**src/rtl/decode_stage_pkg.sv**
```systemverilog
// decode_stage_pkg: RV32I decode constants, buffer state encoding and payload types.
package decode_stage_pkg;
`ifndef REG_WIDTH
`define REG_WIDTH 32
`endif
  localparam int XLEN = `REG_WIDTH;
  localparam logic [6:0] OPC_OP    = 7'b0110011;
  localparam logic [6:0] OPC_OPIMM = 7'b0010011;
  localparam logic [6:0] OPC_LUI   = 7'b0110111;
  localparam logic [6:0] OPC_AUIPC = 7'b0010111;
  typedef enum logic [2:0] {F3_ADD, F3_SLL, F3_SLT, F3_SLTU, F3_XOR, F3_SRL, F3_OR, F3_AND} funct3_t;
  typedef enum logic [1:0] {ST_EMPTY, ST_ONE, ST_TWO} state_t;
  typedef enum logic [1:0] {A_RS1, A_ZERO, A_PC} opa_t;
  typedef struct packed {
    logic [3:0]      funct;
    logic [XLEN-1:0] imm;
    logic [4:0]      rd;
    logic            sel_imm;
    logic            we;
    logic            illegal;
    opa_t            a_sel;
  } dec_t;
  typedef struct packed {
    logic [XLEN-1:0] op_a;
    logic [XLEN-1:0] op_b;
    logic [XLEN-1:0] imm;
    logic [4:0]      rd;
    logic [3:0]      funct;
    logic            sel_imm;
    logic            we;
    logic            illegal;
  } pay_t;
endpackage

```
**src/rtl/decode_stage_if.sv**
```systemverilog
// decode_stage_if: fetch, register-file, writeback and execute-side signals of the decode stage.
interface decode_stage_if;
  import decode_stage_pkg::*;
  logic            if_valid_i, if_ready_o;
  logic [31:0]     instr_i;
  logic [XLEN-1:0] pc_i;
  logic [4:0]      rs1_addr_o, rs2_addr_o;
  logic [XLEN-1:0] rs1_data_i, rs2_data_i;
  logic            wb_we_i;
  logic [4:0]      wb_rd_i;
  logic [XLEN-1:0] wb_data_i;
  logic            ex_valid_o, ex_ready_i;
  logic [XLEN-1:0] rst1_read_o, rst2_read_o, imm_o;
  logic [4:0]      rd_o;
  logic [3:0]      funct_o;
  logic            op_sel_imm_o, we_o, illegal_o;
  modport slave (
    input  if_valid_i, instr_i, pc_i, rs1_data_i, rs2_data_i, wb_we_i, wb_rd_i, wb_data_i, ex_ready_i,
    output if_ready_o, rs1_addr_o, rs2_addr_o, ex_valid_o, rst1_read_o, rst2_read_o, imm_o, rd_o,
           funct_o, op_sel_imm_o, we_o, illegal_o
  );
  modport master (
    output if_valid_i, instr_i, pc_i, rs1_data_i, rs2_data_i, wb_we_i, wb_rd_i, wb_data_i, ex_ready_i,
    input  if_ready_o, rs1_addr_o, rs2_addr_o, ex_valid_o, rst1_read_o, rst2_read_o, imm_o, rd_o,
           funct_o, op_sel_imm_o, we_o, illegal_o
  );
endinterface

```
**src/rtl/decode_stage_decode_comb.sv**
```systemverilog
// decode_comb: combinational RV32I decode of OP/OP-IMM/LUI/AUIPC; illegal words decode as NOP_INSTR.
module decode_comb import decode_stage_pkg::*; #(
  parameter logic [31:0] NOP_INSTR = 32'h0000_0013
) (
  input  logic [31:0] instr_i,
  output dec_t        dec_o
);
  logic [6:0] opc, f7;
  funct3_t    f3;
  logic       ill;
  logic [31:0] ins;
  assign opc = instr_i[6:0];
  assign f7  = instr_i[31:25];
  assign f3  = funct3_t'(instr_i[14:12]);
  assign ill = (opc == OPC_OP)    ? !(f7 == 7'h00 || f7 == 7'h20) :
               (opc == OPC_OPIMM) ? (f3 == F3_SLL && f7 != 7'h00) || (f3 == F3_SRL && f7 != 7'h00 && f7 != 7'h20) :
               !(opc == OPC_LUI || opc == OPC_AUIPC);
  assign ins = ill ? NOP_INSTR : instr_i;
  assign dec_o.funct = (ins[6:0] == OPC_OP)    ? {ins[30], ins[14:12]} :
                       (ins[6:0] == OPC_OPIMM) ? {ins[30] && ins[14:12] == F3_SRL, ins[14:12]} : 4'b0000;
  assign dec_o.imm = (ins[6:0] == OPC_LUI || ins[6:0] == OPC_AUIPC) ? {ins[31:12], 12'b0} :
                     (ins[6:0] == OPC_OPIMM) ? {{20{ins[31]}}, ins[31:20]} : '0;
  assign dec_o.rd      = ins[11:7];
  assign dec_o.sel_imm = ins[6:0] != OPC_OP;
  assign dec_o.we      = !ill && ins[11:7] != 5'd0;
  assign dec_o.illegal = ill;
  // The substituted NOP reads x0, so operand A is forced to zero for illegal words.
  assign dec_o.a_sel = (ill || opc == OPC_LUI) ? A_ZERO : (opc == OPC_AUIPC) ? A_PC : A_RS1;
endmodule

```
**src/rtl/decode_stage.sv**
```systemverilog
// decode_stage: RV32I decode with registered output slot and one-entry skid buffer.
// Optional writeback bypass of captured operands when DECODE_BYPASS_EN is defined.
module decode_stage import decode_stage_pkg::*; #(
  parameter logic [31:0] NOP_INSTR = 32'h0000_0013
) (
  input  logic           clk_sys_i,
  input  logic           rst_sys_i,
  input  logic           flush_i,
  decode_stage_if.slave  bus
);
  dec_t            dec;
  pay_t            in_p, out_q, out_d, skid_q, skid_d;
  state_t          state_q, state_d;
  logic            rdy_q, acc;
  logic [XLEN-1:0] rs1_v, rs2_v;
  assign bus.rs1_addr_o = bus.instr_i[19:15];
  assign bus.rs2_addr_o = bus.instr_i[24:20];
  decode_comb #(.NOP_INSTR(NOP_INSTR)) u_dec (.instr_i(bus.instr_i), .dec_o(dec));
`ifdef DECODE_BYPASS_EN
  assign rs1_v = (bus.wb_we_i && bus.wb_rd_i != 5'd0 && bus.wb_rd_i == bus.rs1_addr_o) ? bus.wb_data_i : bus.rs1_data_i;
  assign rs2_v = (bus.wb_we_i && bus.wb_rd_i != 5'd0 && bus.wb_rd_i == bus.rs2_addr_o) ? bus.wb_data_i : bus.rs2_data_i;
`else
  logic unused_wb;
  assign unused_wb = ^{bus.wb_we_i, bus.wb_rd_i, bus.wb_data_i};
  assign rs1_v = bus.rs1_data_i;
  assign rs2_v = bus.rs2_data_i;
`endif
  always_comb begin
    in_p.op_a    = (dec.a_sel == A_PC) ? bus.pc_i : (dec.a_sel == A_ZERO) ? '0 : rs1_v;
    in_p.op_b    = rs2_v;
    in_p.imm     = dec.imm;
    in_p.rd      = dec.rd;
    in_p.funct   = dec.funct;
    in_p.sel_imm = dec.sel_imm;
    in_p.we      = dec.we;
    in_p.illegal = dec.illegal;
  end
  assign acc = bus.if_valid_i && rdy_q && !flush_i;
  always_comb begin
    state_d = state_q;
    out_d   = out_q;
    skid_d  = skid_q;
    case (state_q)
      ST_EMPTY: begin
        if (acc) begin
          state_d = ST_ONE;
          out_d   = in_p;
        end
      end
      ST_ONE: begin
        if (acc && bus.ex_ready_i) out_d = in_p;
        else if (acc) begin
          state_d = ST_TWO;
          skid_d  = in_p;
        end else if (bus.ex_ready_i) state_d = ST_EMPTY;
      end
      ST_TWO: begin
        if (bus.ex_ready_i) begin
          state_d = ST_ONE;
          out_d   = skid_q;
        end
      end
      default: state_d = ST_EMPTY;
    endcase
    if (flush_i) state_d = ST_EMPTY;
  end
  always_ff @(posedge clk_sys_i or posedge rst_sys_i) begin
    if (rst_sys_i) begin
      state_q <= ST_EMPTY;
      rdy_q   <= 1'b1;
      out_q   <= '0;
      skid_q  <= '0;
    end else begin
      state_q <= state_d;
      rdy_q   <= state_d != ST_TWO;
      out_q   <= out_d;
      skid_q  <= skid_d;
    end
  end
  assign bus.if_ready_o   = rdy_q;
  assign bus.ex_valid_o   = state_q != ST_EMPTY;
  assign bus.rst1_read_o  = out_q.op_a;
  assign bus.rst2_read_o  = out_q.op_b;
  assign bus.imm_o        = out_q.imm;
  assign bus.rd_o         = out_q.rd;
  assign bus.funct_o      = out_q.funct;
  assign bus.op_sel_imm_o = out_q.sel_imm;
  assign bus.we_o         = out_q.we;
  assign bus.illegal_o    = out_q.illegal;
endmodule

```
**src/flat_wrapper.sv**
```systemverilog
// flat-port wrapper written by rule: the top's interface ports become plain ports
module decode_stage_flat import decode_stage_pkg::*;
#(
  parameter logic [31:0] NOP_INSTR = 32'h0000_0013
)
  (clk_sys_i, rst_sys_i, flush_i, bus_if_valid_i, bus_instr_i, bus_pc_i, bus_rs1_data_i, bus_rs2_data_i, bus_wb_we_i, bus_wb_rd_i, bus_wb_data_i, bus_ex_ready_i, bus_if_ready_o, bus_rs1_addr_o, bus_rs2_addr_o, bus_ex_valid_o, bus_rst1_read_o, bus_rst2_read_o, bus_imm_o, bus_rd_o, bus_funct_o, bus_op_sel_imm_o, bus_we_o, bus_illegal_o);
  decode_stage_if bus_i ();
  input  logic clk_sys_i;
  input  logic rst_sys_i;
  input  logic flush_i;
  input wire logic [$bits(bus_i.if_valid_i)-1:0] bus_if_valid_i;
  input wire logic [$bits(bus_i.instr_i)-1:0] bus_instr_i;
  input wire logic [$bits(bus_i.pc_i)-1:0] bus_pc_i;
  input wire logic [$bits(bus_i.rs1_data_i)-1:0] bus_rs1_data_i;
  input wire logic [$bits(bus_i.rs2_data_i)-1:0] bus_rs2_data_i;
  input wire logic [$bits(bus_i.wb_we_i)-1:0] bus_wb_we_i;
  input wire logic [$bits(bus_i.wb_rd_i)-1:0] bus_wb_rd_i;
  input wire logic [$bits(bus_i.wb_data_i)-1:0] bus_wb_data_i;
  input wire logic [$bits(bus_i.ex_ready_i)-1:0] bus_ex_ready_i;
  output wire logic [$bits(bus_i.if_ready_o)-1:0] bus_if_ready_o;
  output wire logic [$bits(bus_i.rs1_addr_o)-1:0] bus_rs1_addr_o;
  output wire logic [$bits(bus_i.rs2_addr_o)-1:0] bus_rs2_addr_o;
  output wire logic [$bits(bus_i.ex_valid_o)-1:0] bus_ex_valid_o;
  output wire logic [$bits(bus_i.rst1_read_o)-1:0] bus_rst1_read_o;
  output wire logic [$bits(bus_i.rst2_read_o)-1:0] bus_rst2_read_o;
  output wire logic [$bits(bus_i.imm_o)-1:0] bus_imm_o;
  output wire logic [$bits(bus_i.rd_o)-1:0] bus_rd_o;
  output wire logic [$bits(bus_i.funct_o)-1:0] bus_funct_o;
  output wire logic [$bits(bus_i.op_sel_imm_o)-1:0] bus_op_sel_imm_o;
  output wire logic [$bits(bus_i.we_o)-1:0] bus_we_o;
  output wire logic [$bits(bus_i.illegal_o)-1:0] bus_illegal_o;
  assign bus_i.if_valid_i = bus_if_valid_i;
  assign bus_i.instr_i = bus_instr_i;
  assign bus_i.pc_i = bus_pc_i;
  assign bus_i.rs1_data_i = bus_rs1_data_i;
  assign bus_i.rs2_data_i = bus_rs2_data_i;
  assign bus_i.wb_we_i = bus_wb_we_i;
  assign bus_i.wb_rd_i = bus_wb_rd_i;
  assign bus_i.wb_data_i = bus_wb_data_i;
  assign bus_i.ex_ready_i = bus_ex_ready_i;
  assign bus_if_ready_o = bus_i.if_ready_o;
  assign bus_rs1_addr_o = bus_i.rs1_addr_o;
  assign bus_rs2_addr_o = bus_i.rs2_addr_o;
  assign bus_ex_valid_o = bus_i.ex_valid_o;
  assign bus_rst1_read_o = bus_i.rst1_read_o;
  assign bus_rst2_read_o = bus_i.rst2_read_o;
  assign bus_imm_o = bus_i.imm_o;
  assign bus_rd_o = bus_i.rd_o;
  assign bus_funct_o = bus_i.funct_o;
  assign bus_op_sel_imm_o = bus_i.op_sel_imm_o;
  assign bus_we_o = bus_i.we_o;
  assign bus_illegal_o = bus_i.illegal_o;
  decode_stage #(.NOP_INSTR(NOP_INSTR)) u_core (.clk_sys_i(clk_sys_i), .rst_sys_i(rst_sys_i), .flush_i(flush_i), .bus(bus_i));
endmodule
```
**config.mk**
```make
export PLATFORM = sky130hd
export DESIGN_NAME = decode_stage_flat
export DESIGN_NICKNAME = d
export VERILOG_FILES = /design/src/rtl/decode_stage_pkg.sv /design/src/rtl/decode_stage_if.sv /design/src/rtl/decode_stage_decode_comb.sv /design/src/rtl/decode_stage.sv /design/src/flat_wrapper.sv
export SDC_FILE = /design/constraint.sdc
export NUM_CORES = 1
export LEC_CHECK = 0
export CAP_MARGIN = 20
export CORE_AREA = 2 2 227 117
export CTS_CLUSTER_DIAMETER = 120
export DETAILED_ROUTE_END_ITERATION = 8
export DIE_AREA = 0 0 229 119
export PLACE_DENSITY = 0.69
export SLEW_MARGIN = 20
export SYNTH_ARGS = -nofsm -noshare
export SYNTH_HDL_FRONTEND = slang
export SYNTH_SLANG_ARGS = --single-unit
```
**constraint.sdc**
```tcl
create_clock -name clk_sys_i -period 8.02 [get_ports clk_sys_i]
set_input_delay 0.802 -clock clk_sys_i [delete_from_list [all_inputs] [get_ports clk_sys_i]]
set_output_delay 0.802 -clock clk_sys_i [all_outputs]
set_load 0.02 [all_outputs]
```
==> run summary, run 1 <==
outcome: complete, no violations
first-pass GRT wire length: 49,380 um
DIE HEIGHT: 119 um
vias per cell: 5.469
syn_area_per_cell: 9.123 um^2
launch point of the worst reg-to-reg path: u_core.state_q[1]
post-synthesis xor/xnor area fraction: 0
initial DRC count: 867
mux cell area share after synthesis: 0.0009993
postcts setup bufs: 0
# rows: 42
DR WL/cell: 19.02 um
maximum buffer depth of the clock tree: 3
clock transition at the registers of the reported paths: 0.07 ns
mapped cell area: 10,020 um^2
area leader, netlist: dfrtp_1
Pre-Repair DR Iteration Count: 5
simple-gate share of the synthesized area: 0.2131
Reg2Reg Depth: 6
number of nets with antenna violations after routing: 0
worst r2r dst: u_core.skid_q[12]
Setup crit start kind: input pin
post-synthesis adder-cell area fraction: 0
clock period minus worst slack: 3.963 ns
Crit path buffers/inverters: 1
period utilization: 0.4941
Relative slew margins: 0.3152
Nets: 1,451
grt ovf: 0
footprint of the multi-input gates: 4065 um^2
DR WL met2: 13,160 um
CP max-delay cell: clkdlybuf4s50_1
top area cells in the synthesized netlist: dfrtp_1, nand2_1, nor2_1
Routed met3 length: 2698 um
Die Area: 27,250 um^2
Peak VDD IR: 0.1281 mV
compound-cell area share of the yosys netlist: 0.1874
hold crit path type: reg2reg
area delta synth->final: 32.88%
H-Tree Depth: 1
hold bufs inserted after CTS: 0
core area: 25,640 um^2
CP Class: in2reg
Initial Utilization: 0.3906
crit end category: flip-flop
max cap viols: 0
clk root buf: clkbuf_16
CP peak stage delay: 1.09 ns
final WL: 31,330 um
pre-CTS WS: 3.609 ns
CTS tree: built
Hold EP: u_core.skid_q[1]
Slew @ Worst Pin: 1.027 ns
final setup vio count: 0
clock tree sinks: 219
highest metal used: met4
post-layout util: 0.5190
HP Start: u_core.skid_q[1]
Synth Instances: 1,098
post-synthesis register bit count: 219
final hold vios: 0
Placer Congestion: 0.7721
PortBufs: 252
Boundary Pins: 291
pwr/cell area: 235.7 nW/um^2
hold-critical path depth: 2
layout cells sized above 1: 0.05023
# resized after CTS: 0
CTS Buf Count: 21
die width: 229 um
combinational family with the most area after synthesis: simple AND/OR/NAND/NOR gates
Max Clk Rate: 252.3 MHz
number of flops mapped to enable cells by yosys: 0
CP arrival: 4.37 ns
Post-DP Area: 12,650 um^2
vias in the first global route: 8,601
register area share after synthesis: 0.5472
clk_lat worst skew: 0.52 ns
proportion of netlist area held by the largest area contributor: 0.5446
RSZ-0062 raised after global routing: false
M1 wire length: 14,860 um
distinct cell type count of the synthesized netlist: 48
FILL cells: 2,375
post-DP HPWL: 20,640 um
hold_ws: 0.4684 ns
Worst Skew: 0.02020 ns
Top FF cell, synth: dfrtp_1
YS warnings: 0
setup tns final: 0 ns
GRT Overall Usage: 0.2290
initial antenna violation count: 1
worst setup margin: 4.057 ns
critical path data required time: 8.43 ns
CP delay by family, top: simple AND/OR/NAND/NOR gates
Post-synth ARST share: 1.000
top cells by count, synth: dfrtp_1, nand2_1, nor2_1, a21oi_1, clkbuf_1
setup slack, reg-to-reg: 4.70 ns
crit-path cells: clkdlybuf4s50_1 -> and3b_1 -> and3_1 -> a32oi_1 -> a211oi_1
largest net degree at the start of global routing: 90
cell area after layout: 13,310 um^2
FF+latch area: 5482 um^2
post-synthesis net count: 1,269
vias post-DR: 9,007
peak fanout along the critical path: 25
max-slew violations: 0
Pleak: 5.587 nW
DRC: 0
## flip-flops by register name, summed over array words and instances, names as in the netlist
name / cells
u_core.bus.rd_o: 5
u_core.bus.rst1_read_o: 32
u_core.bus.funct_o: 4
u_core.bus.illegal_o: 1
u_core.bus.rst2_read_o: 32
u_core.state_q: 2
u_core.bus.op_sel_imm_o: 1
u_core.bus.we_o: 1
u_core.skid_q: 108
u_core.bus.imm_o: 32
u_core.bus.if_ready_o: 1
## final cells by class
| class | count | area share |
|---|---|---|
| Inverter | 9 | 0.003102 |
| Sequential cell | 219 | 0.4118 |
| Tap cell | 352 | 0.03309 |
| Timing Repair Buffer | 265 | 0.1968 |
| Clock buffer | 32 | 0.04710 |
| Multi-Input combinational cell | 764 | 0.3054 |
| Antenna cell | 1 | 0.0001880 |
| Clock inverter | 5 | 0.002444 |
## through the flow
| stage | cells | total power, mW |
|---|---|---|
| 5_1_grt | 1647 | 3.298 |
| 4_1_cts | 1646 | 3.164 |
| 2_1_floorplan | 1098 | 1.811 |
| 6_report | 1647 | 3.137 |
| 3_3_place_gp | 1609 | 2.161 |
| 3_5_place_dp | 1609 | 2.182 |
## layout by cell type, fill, tap and decap left out, types with 2 or more instances in the layout
master / synthesis / routed
clkdlybuf4s50_1: 0 / 252
nand2_1: 218 / 218
dfrtp_1: 218 / 218
nor2_1: 132 / 132
a21oi_1: 94 / 94
a31oi_1: 58 / 58
nor3_1: 34 / 34
a211oi_1: 30 / 30
o21ai_0: 26 / 26
clkbuf_16: 0 / 21
and4_1: 18 / 18
o22ai_1: 18 / 18
a22o_1: 18 / 17
nand3_1: 16 / 16
o31ai_1: 15 / 15
buf_4: 10 / 13
a21o_1: 12 / 12
and4b_1: 12 / 12
and3_1: 9 / 9
inv_1: 9 / 8
a32oi_1: 7 / 7
clkbuf_8: 0 / 6
and3b_1: 5 / 5
nand4_1: 5 / 5
clkbuf_1: 70 / 5
nand3b_1: 4 / 4
nand2b_1: 5 / 4
or2_2: 3 / 3
a211oi_2: 3 / 3
clkinv_2: 0 / 3
nor3_4: 0 / 2
nor2b_1: 3 / 2
inv_6: 0 / 2
## routing by layer
metal,track usage,up-vias
li1,-,4213
met1,0.3420,4359
met2,0.3335,391
met3,0.05915,44
met4,0.04789,0
met5,0,-
## tightest hold or removal path, delay by kind of cell (launching register included)
| kind | cells | cell delay, ns |
|---|---|---|
| flops | 1 | 0.34 |
| compound gates | 1 | 0.05 |
| simple gates | 1 | 0.05 |
## logic make-up (layout without fill, tap and decap cells)
group / count (synthesis) / in the layout
compound gates: 292 / 292
flops: 219 / 219
mux: 1 / 1
other cells: 0 / 1
simple gates: 471 / 471
buf+inv: 115 / 311
## worst max path at each step
stage / from / end / slack, ns / depth (start not counted)
floorplan: rst_sys_i / u_core.bus.funct_o[0] / 1.23 / 1
global placement: bus_instr_i[2] / u_core.bus.rst1_read_o[18] / 3.61 / 5
detailed placement: bus_instr_i[2] / u_core.bus.rst1_read_o[18] / 3.61 / 5
CTS: bus_instr_i[2] / u_core.bus.rst1_read_o[18] / 4.12 / 5
global route: bus_instr_i[2] / u_core.bus.rst1_read_o[18] / 3.78 / 5
finish: bus_instr_i[2] / u_core.bus.rst1_read_o[18] / 4.06 / 5
## power by group
group | switching, mW | total [mW] | leakage [nW] | internal (mW)
combinational | 0.396 | 0.739 | 2.54 | 0.343
sequential | 0.113 | 1.42 | 2.72 | 1.31
clock | 0.436 | 0.978 | 0.329 | 0.541
total | 0.946 | 3.14 | 5.59 | 2.19
Power figures use the tool's default switching activity.
==> run 2: changes to the inputs <==
==> constraint.sdc (replaced) <==
create_clock -name clk_sys_i -period 4 [get_ports clk_sys_i]
set_input_delay 0.4 -clock clk_sys_i [delete_from_list [all_inputs] [get_ports clk_sys_i]]
set_output_delay 0.4 -clock clk_sys_i [all_outputs]
set_load 0.02 [all_outputs]
==> run summary, run 2 (synthesized netlist as in run 1, its figures left out) <==
max cap viols: 0
period utilization: 0.6880
final non-filler cell total: 1,655
layout cells sized above 1: 0.05679
CTS Buf Count: 21
hold bufs inserted after CTS: 0
Pleak: 5.667 nW
Critical path origin: u_core.state_q[1]
peak fanout along the critical path: 64
H-Tree Depth: 1
Setup crit start kind: flip-flop
clock transition at the registers of the reported paths: 0.06 ns
highest metal used: met4
clk root buf: clkbuf_16
M1 wire length: 15,060 um
Nets: 1,460
first-pass GRT wire length: 49,380 um
hold crit path type: in2async
CTS tree: built
final hold vios: 0
final WL: 31,460 um
Max Clk Rate: 363.4 MHz
hold_ws: 0.4147 ns
Die Area: 27,250 um^2
crit end category: flip-flop
Inst Count DP: 1,618
PortBufs: 252
max-slew violations: 0
CP Class: reg2reg
most frequent cells in the layout: clkdlybuf4s50_1, nand2_1, dfrtp_1
vias per cell: 5.510
vias post-DR: 9,119
antenna cell count: 0
grt ovf: 0
# resized after CTS: 0
critical path data required time: 4.39 ns
Boundary Pins: 291
DIE HEIGHT: 119 um
maximum buffer depth of the clock tree: 3
CP peak stage delay: 0.87 ns
largest net degree at the start of global routing: 180
Pre-Repair DR Iteration Count: 6
vias in the first global route: 8,459
outcome: complete, no violations
Relative slew margins: 0.3068
number of nets with antenna violations after routing: 0
largest register by flop count: u_core.skid_q
clock tree sinks: 219
area delta synth->final: 34.50%
postcts setup bufs: 0
DR WL/cell: 19.01 um
post-DP HPWL: 20,750 um
CP max-delay cell: or3_2
Initial Utilization: 0.3906
Placer Congestion: 0.7958
Worst Skew: 0.01211 ns
Worst path most repeated cell: a21oi_1
crit-path cells: nand3b_1 -> or3_2 -> buf_12 -> a21oi_1 -> a21oi_1
setup slack, reg-to-reg: 1.25 ns
Routed met3 length: 2832 um
Slew @ Worst Pin: 1.040 ns
DR WL met2: 12,970 um
launch point of the worst reg-to-reg path: u_core.state_q[1]
core area: 25,640 um^2
clk_lat worst skew: 0.51 ns
CP arrival: 3.14 ns
setup tns final: 0 ns
post-layout util: 0.5254
DRC: 0
commonest non-fill, non-tap cell in the layout: clkdlybuf4s50_1
final setup vio count: 0
RSZ-0062 raised after global routing: false
GRT Overall Usage: 0.2279
initial antenna violation count: 0
max reg flops: 108
# rows: 42
die width: 229 um
FILL cells: 2,378
pwr/cell area: 473.9 nW/um^2
initial DRC count: 885
Peak VDD IR: 0.2578 mV
clock period minus worst slack: 2.752 ns
run 2: cell count changes in the layout (fill, tap and decap cells not counted), sizes merged:
| cell | previous run | this run |
|---|---|---|
| diode | 1 | 0 |
| buf | 13 | 22 |
| clkinv | 3 | 5 |
| inv | 11 | 9 |
| bufinv | 0 | 2 |
| clkbuf | 32 | 29 |
| clkinvlp | 0 | 1 |
run 2: worst paths after layout:
| path | end | cells after the start |
|---|---|---|
| max | u_core.skid_q[85] | 5 |
| min | u_core.bus.imm_o[2] | 3 |
| max reg2reg | u_core.skid_q[85] | 5 |
| min reg2reg | u_core.skid_q[1] | 2 |
| max in group asynchronous | u_core.bus.rst1_read_o[25] | 3 |
| min in group clk_sys_i | u_core.skid_q[54] | 3 |
run 2: per-stage QoR:
step           setup slack (ns)  power, mW  area (um^2)
3_3_place_gp              1.033      4.347        12780
3_5_place_dp              1.023      4.391        12780
6_report                  1.248      6.384        13470
2_1_floorplan            0.7467      3.632        10020
5_1_grt                   1.060      6.703        13470
4_1_cts                   1.278      6.446        13470
run 2: layout make-up:
class                   count  area (um^2)  area share
flip-flops and latches    219         5482      0.4069
multi-input cells         764         4061      0.3014
repair buffers            274         2763      0.2051
clock buffers              29        595.6     0.04421
well taps                 352        440.4     0.03269
clock inverters             8        93.84    0.006965
inverters                   9        37.54    0.002786
run 2: where the power goes:
part           switching (mW)  internal, mW
sequential              0.229          2.62
combinational           0.797         0.700
clock                   0.865          1.17
run 2: metal layers:
| layer | track usage | vias up |
|---|---|---|
| li1 | - | 4242 |
| met2 | 0.3246 | 407 |
| met3 | 0.05556 | 41 |
| met5 | 0 | - |
| met4 | 0.04830 | 0 |
| met1 | 0.3482 | 4429 |
run 2: worst max-delay path: cells and delay by family, from the launching register on:
| kind | cells | cell delay, ns |
|---|---|---|
| buffers and inverters | 1 | 0.31 |
| AND/OR/NAND/NOR | 2 | 1.38 |
| flip-flops | 1 | 0.62 |
| AO/OA/AOI/OAI | 2 | 0.26 |
==> run 3: changes to the inputs <==
--- a/config.mk
+++ b/config.mk
@@ -10,7 +10,7 @@
 export CTS_CLUSTER_DIAMETER = 120
 export DETAILED_ROUTE_END_ITERATION = 8
 export DIE_AREA = 0 0 229 119
-export PLACE_DENSITY = 0.69
+export PLACE_DENSITY = 0.72
 export SLEW_MARGIN = 20
 export SYNTH_ARGS = -nofsm -noshare
 export SYNTH_HDL_FRONTEND = slang
==> constraint.sdc (replaced) <==
create_clock -name clk_sys_i -period 2.3 [get_ports clk_sys_i]
set_input_delay 0.23 -clock clk_sys_i [delete_from_list [all_inputs] [get_ports clk_sys_i]]
set_output_delay 0.23 -clock clk_sys_i [all_outputs]
set_load 0.02 [all_outputs]
==> run summary, run 3 (synthesized netlist as in run 1, its figures left out) <==
grt ovf: 0
clk_lat worst skew: 0.52 ns
Relative slew margins: 0.5980
area delta synth->final: 38.30%
first-pass GRT wire length: 50,250 um
final non-filler cell total: 1,683
max cap viols: 0
number of nets with antenna violations after routing: 0
Post-DP Area: 13,140 um^2
Slew @ Worst Pin: 0.6030 ns
core area: 25,640 um^2
DRC: 0
crit-path cells: buf_4 -> or2_2 -> clkdlybuf4s50_1
post-DP HPWL: 21,460 um
Peak VDD IR: 0.4869 mV
postcts setup bufs: 0
outcome: complete, no violations
worst setup margin: 0.1333 ns
Max Clk Rate: 461.5 MHz
cell area after layout: 13,850 um^2
Placer Congestion: 0.8130
H-Tree Depth: 1
Pleak: 5.859 nW
pre-CTS WS: -0.03863 ns
Boundary Pins: 291
Setup crit start kind: flip-flop
clk root buf: clkbuf_16
antenna cell count: 0
vias post-DR: 9,183
final hold vios: 0
CP delay by family, top: buffers and inverters
pwr/cell area: 812.5 nW/um^2
# resized after CTS: 0
CP Class: reg2out
FILL cells: 2,327
CP max-delay cell: clkdlybuf4s50_1
footprint of the multi-input gates: 4065 um^2
period utilization: 0.9421
FF+latch area: 5482 um^2
largest register by flop count: u_core.skid_q
vias per cell: 5.456
hold bufs inserted after CTS: 0
DIE HEIGHT: 119 um
peak fanout along the critical path: 20
Crit path buffers/inverters: 2
critical path data required time: 2.07 ns
CTS Buf Count: 21
commonest non-fill, non-tap cell in the layout: clkdlybuf4s50_1
hold_ws: 0.04153 ns
max-slew violations: 0
Inst Count DP: 1,647
Initial Utilization: 0.3906
max reg flops: 108
Nets: 1,489
clock transition at the registers of the reported paths: 0.06 ns
Pre-Repair DR Iteration Count: 7
# rows: 42
DR WL/cell: 18.57 um
final WL: 31,250 um
most frequent cells in the layout: clkdlybuf4s50_1, nand2_1, dfrtp_1
largest net degree at the start of global routing: 85
setup tns final: 0 ns
crit end category: output port
Die Area: 27,250 um^2
CP arrival: 1.94 ns
initial DRC count: 866
post-layout util: 0.5402
die width: 229 um
layout cells sized above 1: 0.07588
RSZ-0062 raised after global routing: false
maximum buffer depth of the clock tree: 3
Tot Pwr: 11.26 mW
clock period minus worst slack: 2.167 ns
CP peak stage delay: 0.54 ns
Worst Skew: 0.01704 ns
vias in the first global route: 8,922
clock tree sinks: 219
hold crit path type: in2async
GRT Overall Usage: 0.2301
final setup vio count: 0
initial antenna violation count: 0
CTS tree: built
PortBufs: 252
==> run 3: path summary, 6_finish.rpt <==
path | start | endpoint | slack [ns] | cells past startpoint
setup reg to reg | u_core.bus.if_ready_o | u_core.bus.rst1_read_o[10] | 0.30 | 6
max in group asynchronous | rst_sys_i | u_core.skid_q[89] | 1.48 | 3
setup / recovery | u_core.state_q[1] | bus_ex_valid_o | 0.13 | 3
hold reg to reg | u_core.skid_q[61] | u_core.skid_q[61] | 0.47 | 2
hold / removal | rst_sys_i | u_core.bus.imm_o[1] | 0.04 | 2
min in group clk_sys_i | bus_rs2_data_i[11] | u_core.skid_q[55] | 0.27 | 3
==> run 3: metal layers <==
metal,track usage,part of all wire,wire [um],vias up
met5,0,0,0,-
li1,-,-,-,4292
met3,0.05771,0.092,2865,35
met2,0.3506,0.44,13670,406
met4,0.03815,0.014,448,0
met1,0.3361,0.46,14270,4450
==> run 3: where the power goes <==
group	leakage [nW]	switching, mW	total, mW	internal [mW]
Sequential	2.72	0.396	4.95	4.56
Clock	0.344	1.50	3.65	2.15
Combinational	2.80	1.39	2.65	1.26
Total	5.86	3.28	11.3	7.97
==> run 3: cell type report <==
| type | count | area share |
|---|---|---|
| Sequential cell | 219 | 0.3957 |
| Multi-Input combinational cell | 764 | 0.2934 |
| Timing Repair Buffer | 303 | 0.2251 |
| Clock buffer | 30 | 0.04326 |
| Tap cell | 352 | 0.03179 |
| Clock inverter | 6 | 0.008038 |
| Inverter | 9 | 0.002710 |
